## src/rtl/nvme_ctrl_pkg.sv

```systemverilog
// nvme_ctrl_pkg
//    Shared definitions for the NVMe controller enable/shutdown sequencer:
//    the sequencer state enum, CC and CSTS bit positions, SHST encodings and
//    the saturation value of the timeout unit counter.
package nvme_ctrl_pkg;

   // Sequencer states
   typedef enum logic [2:0] {
      ST_DISABLED = 3'd0,
      ST_INIT     = 3'd1,
      ST_READY    = 3'd2,
      ST_SHDN     = 3'd3,
      ST_TEARDOWN = 3'd4,
      ST_FAULT    = 3'd5
   } ctrlState_e;

   // CC field positions
   localparam int CC_EN      = 0;
   localparam int CC_SHN_HI  = 15;
   localparam int CC_SHN_LO  = 14;

   // CSTS field positions
   localparam int CSTS_RDY     = 0;
   localparam int CSTS_CFS     = 1;
   localparam int CSTS_SHST_LO = 2;
   localparam int CSTS_SHST_HI = 3;

   // CSTS.SHST encodings
   localparam logic [1:0] SHST_NORMAL = 2'b00;
   localparam logic [1:0] SHST_OCCUR  = 2'b01;
   localparam logic [1:0] SHST_CMPLT  = 2'b10;

   // The timeout unit counter stops counting here
   localparam logic [7:0] UNIT_MAX = 8'hFF;

endpackage

```

## src/rtl/nvme_timeout_timer.sv

```systemverilog
// nvme_timeout_timer
//    Bring-up timeout timer. A prescaler divides clk by TICK_CYCLES to make
//    one timeout unit (500 ms in the real system). An 8-bit unit counter
//    counts those units and holds at 255.
//    The whole module is compiled only when NVME_CTRL_TIMEOUT_EN is defined.
//    It is the only build that instantiates it, so the default build does
//    not carry an unused module.
// Ports
//    clk      in   1  rising-edge clock
//    reset    in   1  synchronous active-high reset
//    clear    in   1  zero the prescaler and the unit counter
//    enable   in   1  advance the prescaler
//    limit    in   8  unit count that means the timeout has expired
//    expired  out  1  enable is high and the unit count equals limit
`ifdef NVME_CTRL_TIMEOUT_EN
module nvme_timeout_timer
   import nvme_ctrl_pkg::*;
#(
   parameter int TICK_CYCLES = 50_000_000
) (
   input  logic       clk,
   input  logic       reset,
   input  logic       clear,
   input  logic       enable,
   input  logic [7:0] limit,
   output logic       expired
);

   localparam int PRESCALE_W = (TICK_CYCLES > 1) ? $clog2(TICK_CYCLES) : 1;
   localparam logic [PRESCALE_W-1:0] PRESCALE_LAST = PRESCALE_W'(TICK_CYCLES - 1);

   logic [PRESCALE_W-1:0] prescaleCount;
   logic [7:0]            unitCount;

   // The prescaler wraps every TICK_CYCLES enabled cycles.
   // Each wrap adds one unit, and the unit count stops at UNIT_MAX
   // so it cannot roll back under the limit.
   always_ff @(posedge clk) begin
      if (reset || clear) begin
         prescaleCount <= '0;
         unitCount     <= '0;
      end else if (enable) begin
         if (prescaleCount == PRESCALE_LAST) begin
            prescaleCount <= '0;
            if (unitCount != UNIT_MAX) begin
               unitCount <= unitCount + 8'd1;
            end
         end else begin
            prescaleCount <= prescaleCount + 1'b1;
         end
      end
   end

   assign expired = enable && (unitCount == limit);

endmodule
`endif

```

## src/rtl/nvme_ctrl_enable_fsm.sv

```systemverilog
// nvme_ctrl_enable_fsm
//    Controller enable and shutdown sequencer. It sits downstream of the NVMe
//    register file. It follows CC.EN and CC.SHN, handshakes with the backend
//    bring-up, teardown and shutdown logic, and builds the registered CSTS
//    word (RDY, CFS, SHST).
//    Optional feature: define NVME_CTRL_TIMEOUT_EN to fault the controller
//    when bring-up takes longer than CAP.TO units of TICK_CYCLES clocks.
// Ports
//    clk             in   1   rising-edge clock
//    reset           in   1   synchronous active-high reset
//    cc              in   32  live CC register (EN = bit 0, SHN = bits 15:14)
//    cap_to          in   8   CAP.TO, bring-up timeout in units
//    init_done       in   1   backend bring-up finished
//    teardown_done   in   1   backend teardown finished
//    shdn_done       in   1   backend shutdown processing finished
//    fatal_err       in   1   backend fatal error level
//    csts            out  32  {28'b0, SHST, CFS, RDY}
//    init_start      out  1   one-cycle pulse that starts bring-up
//    teardown_start  out  1   one-cycle pulse that starts teardown
//    shdn_start      out  1   one-cycle pulse that starts shutdown
module nvme_ctrl_enable_fsm
   import nvme_ctrl_pkg::*;
#(
   parameter int TICK_CYCLES = 50_000_000
) (
   input  logic        clk,
   input  logic        reset,
   input  logic [31:0] cc,
   input  logic [7:0]  cap_to,
   input  logic        init_done,
   input  logic        teardown_done,
   input  logic        shdn_done,
   input  logic        fatal_err,
   output logic [31:0] csts,
   output logic        init_start,
   output logic        teardown_start,
   output logic        shdn_start
);

   ctrlState_e state, stateNext;
   logic       rdyReg, rdyNext;
   logic       cfsReg, cfsNext;
   logic [1:0] shstReg, shstNext;
   logic       initStartNext, teardownStartNext, shdnStartNext;
   logic       ccEn;
   logic [1:0] ccShn;
   logic       timeoutExpired;
   logic       unusedCcBits;

   assign ccEn         = cc[CC_EN];
   assign ccShn        = cc[CC_SHN_HI:CC_SHN_LO];
   assign unusedCcBits = ^{cc[31:16], cc[13:1]};

`ifdef NVME_CTRL_TIMEOUT_EN
   logic [7:0] unitLimit;

   // Capture CAP.TO as INIT is entered, so a later change to CAP.TO cannot
   // move the deadline. A CAP.TO of zero still allows one unit.
   always_ff @(posedge clk) begin
      if (reset) begin
         unitLimit <= 8'd1;
      end else if ((state != ST_INIT) && (stateNext == ST_INIT)) begin
         unitLimit <= (cap_to == 8'd0) ? 8'd1 : cap_to;
      end
   end

   // The timer runs only in INIT and is held clear in every other state.
   nvme_timeout_timer #(
      .TICK_CYCLES (TICK_CYCLES)
   ) timeoutTimer (
      .clk     (clk),
      .reset   (reset),
      .clear   (state != ST_INIT),
      .enable  (state == ST_INIT),
      .limit   (unitLimit),
      .expired (timeoutExpired)
   );
`else
   localparam int unusedTickCycles = TICK_CYCLES;
   logic unusedCapTo;

   assign unusedCapTo    = ^cap_to;
   assign timeoutExpired = 1'b0;
`endif

   // Next-state and next-output logic. The conditions are checked in
   // priority order: fatal_err, then EN == 0, then the done handshake,
   // then the SHN request. CSTS fields hold their value unless a transition
   // changes them. At most one start pulse is raised per cycle.
   always_comb begin
      stateNext         = state;
      rdyNext           = rdyReg;
      cfsNext           = cfsReg;
      shstNext          = shstReg;
      initStartNext     = 1'b0;
      teardownStartNext = 1'b0;
      shdnStartNext     = 1'b0;
      case (state)
         ST_DISABLED: begin
            rdyNext = 1'b0;
            if (ccEn && !cfsReg) begin
               stateNext     = ST_INIT;
               initStartNext = 1'b1;
            end
         end
         ST_INIT: begin
            if (fatal_err) begin
               stateNext = ST_FAULT;
               cfsNext   = 1'b1;
               rdyNext   = 1'b0;
            end else if (!ccEn) begin
               stateNext         = ST_TEARDOWN;
               teardownStartNext = 1'b1;
            end else if (init_done) begin
               stateNext = ST_READY;
               rdyNext   = 1'b1;
            end else if (timeoutExpired) begin
               stateNext = ST_FAULT;
               cfsNext   = 1'b1;
               rdyNext   = 1'b0;
            end
         end
         ST_READY: begin
            if (fatal_err) begin
               stateNext = ST_FAULT;
               cfsNext   = 1'b1;
               rdyNext   = 1'b0;
            end else if (!ccEn) begin
               stateNext         = ST_TEARDOWN;
               teardownStartNext = 1'b1;
            end else if ((ccShn != 2'b00) && (shstReg == SHST_NORMAL)) begin
               stateNext     = ST_SHDN;
               shstNext      = SHST_OCCUR;
               shdnStartNext = 1'b1;
            end
         end
         ST_SHDN: begin
            if (fatal_err) begin
               stateNext = ST_FAULT;
               cfsNext   = 1'b1;
               rdyNext   = 1'b0;
            end else if (!ccEn) begin
               stateNext         = ST_TEARDOWN;
               teardownStartNext = 1'b1;
            end else if (shdn_done) begin
               stateNext = ST_READY;
               shstNext  = SHST_CMPLT;
            end
         end
         ST_TEARDOWN: begin
            if (fatal_err) begin
               cfsNext = 1'b1;
            end else if (teardown_done) begin
               stateNext = ST_DISABLED;
               rdyNext   = 1'b0;
               cfsNext   = 1'b0;
               shstNext  = SHST_NORMAL;
            end
         end
         ST_FAULT: begin
            cfsNext = 1'b1;
            rdyNext = 1'b0;
            if (!ccEn) begin
               stateNext         = ST_TEARDOWN;
               teardownStartNext = 1'b1;
            end
         end
         default: begin
            stateNext = ST_DISABLED;
            rdyNext   = 1'b0;
            cfsNext   = 1'b0;
            shstNext  = SHST_NORMAL;
         end
      endcase
   end

   // State and every output are registered, so CSTS and the start pulses
   // change one clock after the condition that causes them.
   always_ff @(posedge clk) begin
      if (reset) begin
         state          <= ST_DISABLED;
         rdyReg         <= 1'b0;
         cfsReg         <= 1'b0;
         shstReg        <= SHST_NORMAL;
         init_start     <= 1'b0;
         teardown_start <= 1'b0;
         shdn_start     <= 1'b0;
      end else begin
         state          <= stateNext;
         rdyReg         <= rdyNext;
         cfsReg         <= cfsNext;
         shstReg        <= shstNext;
         init_start     <= initStartNext;
         teardown_start <= teardownStartNext;
         shdn_start     <= shdnStartNext;
      end
   end

   assign csts = {28'b0, shstReg, cfsReg, rdyReg};

endmodule

```

## config.mk

```make
export PLATFORM = sky130hd
export DESIGN_NAME = nvme_ctrl_enable_fsm
export DESIGN_NICKNAME = d
export VERILOG_FILES = /design/src/rtl/nvme_ctrl_pkg.sv /design/src/rtl/nvme_timeout_timer.sv /design/src/rtl/nvme_ctrl_enable_fsm.sv
export SDC_FILE = /design/constraint.sdc
export NUM_CORES = 1
export LEC_CHECK = 0
export ABC_AREA = 0
export CAP_MARGIN = 20
export CORE_UTILIZATION = 31
export CTS_CLUSTER_DIAMETER = 60
export DETAILED_ROUTE_END_ITERATION = 8
export PLACE_DENSITY_LB_ADDON = 0.08
export RECOVER_POWER = 50
export SLEW_MARGIN = 20
export SYNTH_ARGS = -nofsm -noshare
export SYNTH_HDL_FRONTEND = slang
export SYNTH_HIERARCHICAL = 1
export SYNTH_SLANG_ARGS = --single-unit
```

## constraint.sdc

```tcl
create_clock -name clk -period 3.87 [get_ports clk]
set_input_delay 0.387 -clock clk [delete_from_list [all_inputs] [get_ports clk]]
set_output_delay 0.387 -clock clk [all_outputs]
set_load 0.01 [all_outputs]
```

==> impl_metrics.yaml <==
sta:
  tns_ns: 0
  tightest_slew_ns: 0.587
  rsz0062_at_grt: "no"
  finalHoldViolations: 0
  setup_viol: 0
  skew_ns: 0.00217
  drv_slew: 0
  fmax_ghz: 0.514
  final.min_clock_period_ns: 1.95
  relSlewSlack: 0.608
  period_share: 0.503
outcome:
  status: "finished, violations left"
  failed_checks: "design-rule violations"
worst_setup_path:
  cp-end-kind: "flip-flop"
  setup.worst_path.start_class: "input port"
  reg2reg_from: "state[0]$_SDFFE_PP0P_"
  critPathLaunch: "cc[0]"
  crit_path_max_fanout: 8
  critPathKind: "in2reg"
  crit_arrival_ns: 2.10
  worstPathRequired_ns: 4.02
yosys:
  synthMuxAreaShare: 0.0125
  ys.flop_type: "dfxtp_1"
  synth_fa_ha_area_frac: 0
  netlist_area_um2: 798
  ys_seq_area_frac: 0.251
  synth_compound_area_frac: 0.215
  async_flop_share: 0
  synthCells: 101
  synth-xor-area-share: 0
  synth_top_family_by_area: "buffers and inverters"
  ys_ff_latch: 10
  synth_edf_count: 0
  syn_avg_cell_area_um2: 7.90
  synth-simple-area-share: 0.193
  synth_warnings: 6
  ys_types: 34
global_route:
  antenna_found_initial: 0
  first_global_vias: 495
  grt_overflow_total: 0
  grt_pass1_wl_um: 2320
  grt_max_degree: 19
  grt_usage: 0.117
clocking:
  clockBufferDepth: 2
  clkTransAtPathRegs_ns: 0.07
  clock-sinks: 10
  post_cts_buffers: 0
  insertion_delay_ns: 0.26
  post_cts_resized: 0
  cts_root_buf: "clkbuf_4"
  cts_tree: "done"
  htreeDepth: 1
  cts_buffers: 3
  hold_buffers: 0
pwr:
  power.density_nw_per_um2: 320
  p_leak_nw: 0.364
  ir_drop_mv: 0.186
layout:
  final_util: 0.351
  syn2layout_area_growth_pct: 7.99
  diodes: 0
  drive_gt1_frac: 0.0631
  fillers: 280
  final_nets: 159
route:
  avgRoutedWirePerCell_um: 11.0
  via_per_inst: 4.52
  drc: 1
  ant_nets: 0
  routed_wl_um: 1550
  drt_pass1_iterations: 6
  first_iter_violations: 18
  num_vias: 637
floorplan:
  core_region_area_um2: 2450
  die_h_um: 52.7
  die_area_um2: 2780
  num_rows: 18
  pin_count: 81
  start_util: 0.325
  fp.dieW_um: 52.7
placed_design:
  place_congestion: 0.727
  port_buffers: 15
  dp_hpwl_um: 1120
hold_path:
  min_from: "rdyReg$_SDFFE_PP0P_"
  hold_class: "reg2reg"
flow_run:
  max_cap_viol_count: 0
==> cells in the final DEF, fill, tap and decap left out, drive strengths merged, types with 2 or more instances in the layout <==
master | netlist | final
conb | 1 | 28
dfxtp | 10 | 10
nor3 | 2 | 2
nand2 | 5 | 5
a21oi | 6 | 6
o31ai | 2 | 2
dlygate4sd3 | 0 | 7
o32ai | 2 | 2
clkbuf | 2 | 3
nor4b | 2 | 2
clkdlybuf4s50 | 0 | 8
o21ai | 6 | 6
inv | 3 | 3
a211oi | 2 | 2
nor2 | 7 | 7
==> power breakdown <==
part           total, mW  internal, mW  switching, mW  leakage, nW
Sequential         0.128         0.111         0.0169       0.0815
Combinational     0.0770        0.0335         0.0435        0.269
Clock             0.0707        0.0359         0.0348       0.0138
Total              0.276         0.181         0.0952        0.364
==> metrics by stage <==
stage | worst slack [ns] | hold slack, ns | power (mW) | instances | cell area (um2)
after global placement | 1.71 | 0.478 | 0.209 | 138 | 840
final | 1.92 | 0.492 | 0.276 | 141 | 862
after floorplan | 2.47 | 0.459 | 0.205 | 128 | 900
after detailed placement | 1.71 | 0.485 | 0.208 | 138 | 840
after CTS | 2.00 | 0.494 | 0.282 | 141 | 862
after global routing | 1.86 | 0.516 | 0.299 | 141 | 862
==> area by class of cell <==
type / instances / area (um2) / share of cell area
multi-input combinational: 80 / 440 / 0.511
sequential: 10 / 200 / 0.232
timing repair buffer: 15 / 150 / 0.174
tap: 30 / 37.5 / 0.0435
clock buffer: 3 / 22.5 / 0.0261
inverter: 3 / 11.3 / 0.0131
==> path summary, 6_finish.rpt <==
kind,to,slack [ns],depth (start not counted)
max,shstReg[0]$_SDFFE_PP0P_,1.92,5
min,rdyReg$_SDFFE_PP0P_,0.49,2
max reg2reg,shstReg[0]$_SDFFE_PP0P_,2.26,4
min reg2reg,rdyReg$_SDFFE_PP0P_,0.49,2
==> worst max-delay path, cell delays in order <==
cell and delay, ns:
dlygate4sd3_1 0.69, or3b_4 0.43, o31ai_4 0.23, nor4b_1 0.08, a211o_1 0.28
==> state kept, by name, indices dropped and copies added, names as in the netlist <==
signal and count:
teardown_start 1, shstReg 2, cfsReg 1, state 3, rdyReg 1, shdn_start 1
init_start 1
==> Yosys cell counts (all sizes together), types with 2 or more instances <==
master,n,area [um2]
a21oi,6,30.0
o32ai,2,17.5
a211oi,2,15.0
nand2,5,18.8
o21ai,6,30.0
clkbuf,2,7.51
dfxtp,10,200
buf,33,240
nor3,2,10.0
nor4b,2,17.5
o31ai,2,28.8
nor2,7,26.3
inv,3,11.3
==> kinds of logic after synthesis <==
| family | count (synthesis) |
|---|---|
| multiplexers | 1 |
| other | 1 |
| flip-flops | 10 |
| AO/OA/AOI/OAI | 24 |
| AND/OR/NAND/NOR | 27 |
| buffers and inverters | 38 |
==> metal layers <==
metal / share of wire / GRT usage
met1: 0.49 / 0.150
met2: 0.46 / 0.175
met3: 0.053 / 0.0580
met4: 0 / 0.0263
met5: 0 / 0
Note: power is estimated with default switching activity, not from simulation.
